`src/rtl/wisc_mem_pkg.sv`:
```
// Shared types and defaults for the unified main-memory arbiter.
package wisc_mem_pkg;

  typedef enum logic [1:0] {
    ST_IDLE  = 2'd0,
    ST_FILL  = 2'd1,
    ST_WRITE = 2'd2
  } arb_state_t;

  typedef enum logic [1:0] {
    OWN_NONE = 2'd0,
    OWN_I    = 2'd1,
    OWN_D    = 2'd2
  } owner_t;

  localparam int DEF_WORDS_PER_BLOCK = 8;
  localparam int DEF_MEM_LATENCY     = 4;

  // Byte-offset bits of a block of 16-bit words.
  function automatic int block_off_bits(input int words);
    return $clog2(2 * words);
  endfunction

  localparam int DEF_BLOCK_OFF_BITS = $clog2(2 * DEF_WORDS_PER_BLOCK);

endpackage

```
`src/rtl/block_fill_seq.sv`:
```
// Block-fill sequencer: block base register, issue/receive counters, word
// address generation and detection of the last returned word.
module block_fill_seq
  import wisc_mem_pkg::*;
#(
  parameter int AWIDTH = 16,
  parameter int WPB    = DEF_WORDS_PER_BLOCK,
  parameter int IW     = $clog2(WPB),
  parameter int CW     = IW + 1
) (
  input  logic              clk,
  input  logic              rst,
  input  logic              load,
  input  logic [AWIDTH-1:0] addr,
  input  logic              active,
  input  logic              rvalid,
  output logic              issue_en,
  output logic [AWIDTH-1:0] issue_addr,
  output logic [IW-1:0]     recv_idx,
  output logic              last_word
);

  localparam int OFF = block_off_bits(WPB);
  localparam logic [AWIDTH-1:0] OFF_MASK = AWIDTH'((1 << OFF) - 1);

  logic [AWIDTH-1:0] base_q;
  logic [CW-1:0]     issue_cnt;
  logic [CW-1:0]     recv_cnt;

  // Issue counter saturates at WPB so mem_en drops after the last read.
  assign issue_en   = active && (issue_cnt < CW'(WPB));
  assign issue_addr = base_q + AWIDTH'({issue_cnt, 1'b0});
  assign recv_idx   = recv_cnt[IW-1:0];
  assign last_word  = active && rvalid && (recv_cnt == CW'(WPB - 1));

  always_ff @(posedge clk) begin
    if (!rst) begin
      base_q    <= '0;
      issue_cnt <= '0;
      recv_cnt  <= '0;
    end else begin
      if (load) begin
        base_q <= addr & ~OFF_MASK;
      end
      if (last_word) begin
        issue_cnt <= '0;
        recv_cnt  <= '0;
      end else begin
        if (issue_en) begin
          issue_cnt <= issue_cnt + 1'b1;
        end
        if (active && rvalid) begin
          recv_cnt <= recv_cnt + 1'b1;
        end
      end
    end
  end

endmodule

```
`src/rtl/mem_arbiter.sv`:
```
// Arbitrates one single-ported main memory between I-side fills and D-side
// fills/writes. Define MEM_ARB_ROUND_ROBIN_EN for round-robin on collisions.
module mem_arbiter
  import wisc_mem_pkg::*;
#(
  parameter int AWIDTH          = 16,
  parameter int DWIDTH          = 16,
  parameter int WORDS_PER_BLOCK = DEF_WORDS_PER_BLOCK,
  parameter int MEM_LATENCY     = DEF_MEM_LATENCY
) (
  input  logic                               clk,
  input  logic                               rst,
  input  logic                               i_req,
  input  logic [AWIDTH-1:0]                  i_addr,
  output logic                               i_grant,
  input  logic                               d_req,
  input  logic                               d_wr,
  input  logic [AWIDTH-1:0]                  d_addr,
  input  logic [DWIDTH-1:0]                  d_wdata,
  output logic                               d_grant,
  output logic                               fill_valid,
  output logic [$clog2(WORDS_PER_BLOCK)-1:0] fill_idx,
  output logic [DWIDTH-1:0]                  fill_data,
  output logic                               i_done,
  output logic                               d_done,
  output logic                               mem_en,
  output logic                               mem_wr,
  output logic [AWIDTH-1:0]                  mem_addr,
  output logic [DWIDTH-1:0]                  mem_wdata,
  input  logic [DWIDTH-1:0]                  mem_rdata,
  input  logic                               mem_rvalid,
  output logic [1:0]                         dbg_state
);

  // Requests are level-held by the requester until its done pulse; there is
  // no valid/ready back-pressure, the grant/done pair is the whole handshake.
  localparam int IW = $clog2(WORDS_PER_BLOCK);

  if (WORDS_PER_BLOCK < 2 || (WORDS_PER_BLOCK & (WORDS_PER_BLOCK - 1)) != 0 ||
      MEM_LATENCY < 1) begin : g_cfg_check
    $error("mem_arbiter: WORDS_PER_BLOCK must be a power of two >= 2, MEM_LATENCY >= 1");
  end

  arb_state_t state_q, state_d;
  owner_t     owner_q, owner_d;

  logic              seq_load;
  logic [AWIDTH-1:0] load_addr;
  logic              seq_issue_en;
  logic [AWIDTH-1:0] seq_issue_addr;
  logic [IW-1:0]     seq_recv_idx;
  logic              seq_last;
  logic              d_first;
  logic              d_win;

`ifdef MEM_ARB_ROUND_ROBIN_EN
  owner_t last_owner_q;

  always_ff @(posedge clk) begin
    if (!rst) begin
      last_owner_q <= OWN_I;
    end else if (state_q == ST_IDLE && state_d != ST_IDLE) begin
      last_owner_q <= owner_d;
    end
  end

  assign d_first = (last_owner_q == OWN_I);
`else
  assign d_first = 1'b1;
`endif

  // A lone requester always wins; d_first only settles collisions.
  assign d_win = d_req && (d_first || !i_req);

  block_fill_seq #(
    .AWIDTH (AWIDTH),
    .WPB    (WORDS_PER_BLOCK)
  ) u_seq (
    .clk        (clk),
    .rst        (rst),
    .load       (seq_load),
    .addr       (load_addr),
    .active     (state_q == ST_FILL),
    .rvalid     (mem_rvalid),
    .issue_en   (seq_issue_en),
    .issue_addr (seq_issue_addr),
    .recv_idx   (seq_recv_idx),
    .last_word  (seq_last)
  );

  always_ff @(posedge clk) begin
    if (!rst) begin
      state_q <= ST_IDLE;
      owner_q <= OWN_NONE;
    end else begin
      state_q <= state_d;
      owner_q <= owner_d;
    end
  end

  always_comb begin
    state_d    = state_q;
    owner_d    = owner_q;
    seq_load   = 1'b0;
    load_addr  = i_addr;
    mem_en     = 1'b0;
    mem_wr     = 1'b0;
    mem_addr   = '0;
    mem_wdata  = '0;
    fill_valid = 1'b0;
    fill_idx   = '0;
    fill_data  = '0;
    i_done     = 1'b0;
    d_done     = 1'b0;
    unique case (state_q)
      ST_IDLE: begin
        if (d_win) begin
          owner_d   = OWN_D;
          load_addr = d_addr;
          if (d_wr) begin
            state_d = ST_WRITE;
          end else begin
            state_d  = ST_FILL;
            seq_load = 1'b1;
          end
        end else if (i_req) begin
          owner_d  = OWN_I;
          state_d  = ST_FILL;
          seq_load = 1'b1;
        end
      end
      ST_FILL: begin
        mem_en = seq_issue_en;
        if (seq_issue_en) begin
          mem_addr = seq_issue_addr;
        end
        if (mem_rvalid) begin
          fill_valid = 1'b1;
          fill_idx   = seq_recv_idx;
          fill_data  = mem_rdata;
        end
        if (seq_last) begin
          i_done  = (owner_q == OWN_I);
          d_done  = (owner_q == OWN_D);
          state_d = ST_IDLE;
          owner_d = OWN_NONE;
        end
      end
      ST_WRITE: begin
        mem_en    = 1'b1;
        mem_wr    = 1'b1;
        mem_addr  = d_addr;
        mem_wdata = d_wdata;
        d_done    = 1'b1;
        state_d   = ST_IDLE;
        owner_d   = OWN_NONE;
      end
      default: begin
        state_d = ST_IDLE;
        owner_d = OWN_NONE;
      end
    endcase
  end

  assign i_grant   = (state_q != ST_IDLE) && (owner_q == OWN_I);
  assign d_grant   = (state_q != ST_IDLE) && (owner_q == OWN_D);
  assign dbg_state = state_q;

endmodule

```
`config.mk`:
```
export PLATFORM = sky130hd
export DESIGN_NAME = mem_arbiter
export DESIGN_NICKNAME = d
export VERILOG_FILES = /design/src/rtl/wisc_mem_pkg.sv /design/src/rtl/block_fill_seq.sv /design/src/rtl/mem_arbiter.sv
export SDC_FILE = /design/constraint.sdc
export NUM_CORES = 1
export LEC_CHECK = 0
export ABC_AREA = 1
export CORE_MARGIN = 4
export CORE_UTILIZATION = 39
export DETAILED_ROUTE_END_ITERATION = 8
export GPL_TIMING_DRIVEN = 0
export PLACE_DENSITY = 0.86
export RECOVER_POWER = 100
export SLEW_MARGIN = 20
export SYNTH_ARGS = -nofsm -noshare
export SYNTH_HDL_FRONTEND = slang
export SYNTH_SLANG_ARGS = --single-unit
export TNS_END_PERCENT = 10
```
`constraint.sdc`:
```
create_clock -name clk -period 3.8 [get_ports clk]
set_input_delay 0.95 -clock clk [delete_from_list [all_inputs] [get_ports clk]]
set_output_delay 0.95 -clock clk [all_outputs]
set_load 0.02 [all_outputs]
```
=== Word-level counts from Yosys, hierarchy flattened ===
Index checks and enable logic that the tools add are counted.

* Output and inout port bits: 60
* Register bits after elaboration: 24

* $add $sub $neg: 3
* Equal/unequal tests: 7
* Order comparisons: 1
* Multiplexer cells: 28
* Reductions and logical operators: 9
* Bitwise operators: 1

{| class="wikitable"
|+ Operators with widths
! cell !! count
|-
| $mux 16 || 6
|-
| $pmux 16 s2 || 1
|-
| $add 16x5->16 || 1
|-
| $mux 1 || 10
|-
| $mux 2 || 5
|-
| $add 4x1->4 const B || 2
|-
| $pmux 2 s2 || 2
|-
| $mux 3 || 2
|-
| $logic_and 1x1->1 || 5
|-
| $eq 2x1->1 const B || 2
|-
| $eq 2x2->1 const B || 2
|-
| $eq 4x3->1 const B || 1
|-
| $lt 4x4->1 const B || 1
|-
| $pmux 1 s2 || 2
|-
| $ne 3x3->1 const B || 1
|-
| $logic_not 2->1 || 1
|-
| $ne 2x2->1 const B || 1
|-
| $reduce_and 2->1 || 1
|-
| $reduce_bool 2->1 || 1
|-
| $reduce_or 2->1 || 1
|-
| $not 1->1 || 1
|}

=== Longest topological paths before layout ===
* Word-level depth: 5
* Gate-level depth with buffers: 9
* Gate-level depth less buffers: 9

=== By module ===
From an unflattened synthesis, not the netlist that was laid out.

* Cell total of the unflattened synthesis: 395
* Area, all modules: 2223.4 um^2

{| class="wikitable"
|+ By module, submodules not included
! module !! sequential area each (um^2) !! instances !! area each (um^2) !! cells each
|-
| block_fill_seq || 400.4 || 1 || 1156.1 || 165
|-
| mem_arbiter || 80.1 || 1 || 1067.3 || 230
|}

=== Least setup slack after synthesis ===
Ideal clock, no wire load.

* Path type: input to output
* From: in mem_rvalid
* To: out i_done
* Setup slack: 1039 ps
* Arrival: 1811 ps
* Required time: 2850 ps
* Path buffers: 0
* Stages on the path: 4
* Cell sequence: nand2_2 > nor2_4 > nand3_4 > nor3_1

* Longest elaborated chain between the ends: 4

{| class="wikitable"
|+ Ends and longest elaborated chain
! item !! RTL line !! text
|-
| from (decl) || mem_arbiter.sv:31 || <nowiki>input logic mem_rvalid,</nowiki>
|-
| $logic_and 1x1->1 (2 in a row) || block_fill_seq.sv:34 || <nowiki>assign last_word = active && rvalid && (recv_cnt == CW'(WPB - 1));</nowiki>
|-
| $mux 1 || mem_arbiter.sv:142 || <nowiki>if (seq_last) begin</nowiki>
|-
| $mux 1 || mem_arbiter.sv:115 || <nowiki>unique case (state_q)</nowiki>
|-
| to (decl) || mem_arbiter.sv:24 || <nowiki>output logic i_done,</nowiki>
|}

No other way between the ends.

=== Worst setup path in the final report ===
* From: in mem_rvalid
* To: out fill_data[9]

* Longest elaborated chain between the ends: 2

{| class="wikitable"
|+ Ends and longest elaborated chain
! item !! RTL line !! text
|-
| $mux 16 || mem_arbiter.sv:137 || <nowiki>if (mem_rvalid) begin</nowiki>
|-
| $mux 16 || mem_arbiter.sv:115 ||
|-
| to (decl) || mem_arbiter.sv:23 || <nowiki>output logic [DWIDTH-1:0] fill_data,</nowiki>
|}

No other way between the ends.

==> flow_results.org <==
** Clock tree
- Hold-fix buffer count after cts :: 0
- For the worst-skew pair, the clock arrives at the later sink with an insertion delay of 0.27 ns.
- The tree built by TritonCTS fans out to 24 sinks.
- Setup Fix Bufs, Post-CTS :: 0
- Clock tree from TritonCTS :: built
- Number of gates resized after CTS :: 0
- The number of clock buffers added by TritonCTS is 3.
- H-tree depth reported by CTS :: 1
- Root cell of the clock tree :: sky130_fd_sc_hd__clkbuf_8
- Clock slew at reported path FFs :: 0.09 ns
- Maximum clock path buffer count :: 2

** Logic synthesis
- The biggest area contributor in the post-synthesis netlist is sky130_fd_sc_hd__dfxtp_1.
- Syn Inst Count :: 345
- Synthesis inferred 24 register bits.
- Summing the sequential cell areas from Yosys gives 24.4% of the chip area.
- Netlist area before placement :: 1970 um2
- In this run the biggest area consumer among cell types represents 24.4% of the synthesized area.
- Number of nets produced by synthesis :: 422
- Unique cell type count in the Yosys netlist :: 27
- Total number of yosys warnings :: 0
- Mean area per synthesized cell :: 5.72 um2
- Cell types with the largest area share after synthesis :: sky130_fd_sc_hd__dfxtp_1, sky130_fd_sc_hd__nand2_1, sky130_fd_sc_hd__inv_1

** Worst setup path
- Kind of end point of the critical path :: output pin
- At the worst endpoint, the required time is 2.85 ns.
- At the worst endpoint, the arrival time is 2.68 ns.
- Element type at the critical path start :: input pin
- The setup path with the least slack is of type input pin to output pin.
- Worst Path Max Fanout :: 10

** Global routing
- The first global-routing pass estimated 11300 um of wire.
- Largest net degree at the start of global routing :: 15
- For this run, global-route usage on met2 was measured as 38.6%.
- Leftover overflow at the end of global routing :: 0
- For met1 alone, demand over resource in global routing was 27.3%.
- Highest-utilization routing layer at the global route stage :: met2
- The via count of the first global-routing pass was 2451.
- Met3 track utilization from global routing :: 3.29%
- Total routing usage reported by global routing :: 22.1%
- Initial antenna violation count :: 0

** Layout
- Leaving out fill and tap cells, the most frequent cell in the layout is sky130_fd_sc_hd__nand2_1.
- Fill cell total of the finished layout :: 444
- The sequential cells in the finished layout cover a total of 480 um2.
- Commonest cells after routing, fill and taps aside :: sky130_fd_sc_hd__nand2_1, sky130_fd_sc_hd__clkdlybuf4s50_1, sky130_fd_sc_hd__dlygate4sd3_1
- Number of inserted diodes :: 0
- In the final layout, the multi-input gates occupy 1190 um2.
- P&R area growth vs syn :: 70.3%
- Fraction of layout cells with a size suffix above 1 :: 5.49%
- Final net count :: 552
- Post-layout utilization of the core :: 69.8%

** Floorplanning
- Die boundary width :: 79.1 um
- Boundary pin count :: 130
- The floorplan step defined a die boundary enclosing 6260 um2.
- Cell row count :: 25
- Die extent in y :: 79.1 um
- For this configuration, the core starts out at a cell density of 41.0%.
- Core region area :: 4820 um2

** Place
- Worst slack at placement :: 0.194 ns
- Final weighted congestion in routability-driven placement :: 0.888
- Once detailed placement completed, the half-perimeter wirelength came to 5790 um.
- In this run the tool buffered the top-level ports with 125 buffer cells.

** Hold path
- HP Class :: flip-flop to flip-flop

** Drt
- Once detail routing completed, the nets flagged for antenna violations numbered 0.
- The first detailed-routing pass ran for 5 iterations.
- Drt via density :: 4.77
- Dividing the detail-routed wire length by the instance count gives 13.0 um.
- Initial detailed-routing violation count :: 191
- After detailed routing, the total wire length is 7010 um.
- After detailed routing, the number of remaining DRC violations is 0.
- Number of vias in the routed layout :: 2579

** Timing
- Static timing analysis puts the maximum clock frequency at 275 MHz.
- Setup clock skew after layout :: 0.00144 ns
- Total count of hold-check failures in the final report :: 0
- Final worst-path setup slack :: 0.168 ns
- Final-layout setup total negative slack :: 0 ns
- The max-slew violation total from the final report was 0.
- Hold Worst Slack :: 0.478 ns
- For the pin with the worst max-slew slack, the measured transition is 0.981 ns.
- Measured against its own limit, the worst slew margin works out to 33.9%.
- Part of the cycle the worst path needs :: 95.6%
- Final critical delay including setup and external delays :: 3.63 ns
- Setup repair after global routing left no endpoint under its margin.
- Final count of negative-setup-slack endpoints :: 0

** Pwr
- For this design the ratio of total power to cell area is 277 nW/um2.
- Logic pwr share :: 41.9%
- The clock network accounts for 24.6% of the total power.
- Summed over all cells, the static leakage comes to 1.71 nW.
- Switching power :: 0.340 mW
- Switching Fraction :: 36.6%
- Sequential Power Share :: 33.5%
- Pint :: 0.590 mW
- Peak VDD IR :: 0.278 mV

** Outcome
- The run finished with clean final reports.

** Flow run
- Count of max-cap constraint violations :: 0
-- power by group through the flow --
stage | clock network, mW | registers [mW] | logic [mW]
after floorplan | 0 | 0.310 | 0.226
after global placement | 0 | 0.314 | 0.400
after detailed placement | 0 | 0.315 | 0.407
after CTS | 0.230 | 0.310 | 0.410
after global routing | 0.241 | 0.317 | 0.430
final | 0.229 | 0.311 | 0.390
-- per-stage QoR --
step                      power, mW  instance area [um2]  instances
after floorplan               0.536                 1970        345
after global placement        0.714                 3310        537
after detailed placement      0.722                 3310        537
after CTS                     0.950                 3380        541
after global routing          0.987                 3360        541
final                         0.930                 3360        541
-- kinds of logic (layout without fill, tap and decap cells) --
family	Yosys count	after routing	synth area share (%)
adder cells (fa/ha/maj)	7	7	4.44
buffers and inverters	72	201	14.8
AND/OR/NAND/NOR	188	188	40.8
AO/OA/AOI/OAI	53	53	15.2
XOR/XNOR	1	1	0.444
flip-flops	24	24	24.3
-- area by class of cell --
class | instances | share of cell area [%]
plain buffers | 12 | 1.75
clock buffers | 3 | 1.23
clock inverters | 1 | 0.894
repair buffers | 125 | 37.2
multi-input cells | 249 | 35.4
flip-flops and latches | 24 | 14.3
well taps | 67 | 2.49
inverters | 60 | 6.70
-- critical path, cell delays in order --
cell and delay [ns]:
sky130_fd_sc_hd__clkdlybuf4s50_1 0.46, sky130_fd_sc_hd__nand2_1 0.10, sky130_fd_sc_hd__buf_2 0.20, sky130_fd_sc_hd__buf_2 0.19, sky130_fd_sc_hd__nor2_1 0.09, sky130_fd_sc_hd__dlygate4sd3_1 0.68
-- sequential cells by signal, summed over array words and instances (netlist names) --
signal / flops
dbg_state: 2
owner_q: 2
u_seq.recv_cnt: 4
u_seq.issue_cnt: 4
u_seq.base_q: 12
-- per-layer routing --
metal | vias to the layer above | share of wire (%)
met5 | - | 0
met2 | 129 | 48
met1 | 1108 | 41
li1 | 1318 | -
met4 | 0 | 3.1
met3 | 24 | 8.1
-- synthesized netlist by cell type (all sizes together) --
cell	count
nand2	108
inv	60
nor2	54
a21oi	32
dfxtp	24
nand3	17
o21ai	17
buf	8
ha	7
clkbuf	4
nand4	4
nor3	4
a21o	1
a221oi	1
nand3b	1
o21a	1
o21bai	1
xor2	1
-- final timing paths --
path	start	to	slack, ns	cells past startpoint
worst max-delay path	mem_rvalid	fill_data[9]	0.17	6
worst min-delay path	u_seq.base_q[15]$_SDFFE_PN0P_	u_seq.base_q[15]$_SDFFE_PN0P_	0.48	2
worst max register to register	dbg_state[0]$_SDFFE_PN0P_	u_seq.base_q[12]$_SDFFE_PN0P_	1.73	8
worst min register to register	u_seq.base_q[15]$_SDFFE_PN0P_	u_seq.base_q[15]$_SDFFE_PN0P_	0.48	2
(Power assumes the default switching activity.)
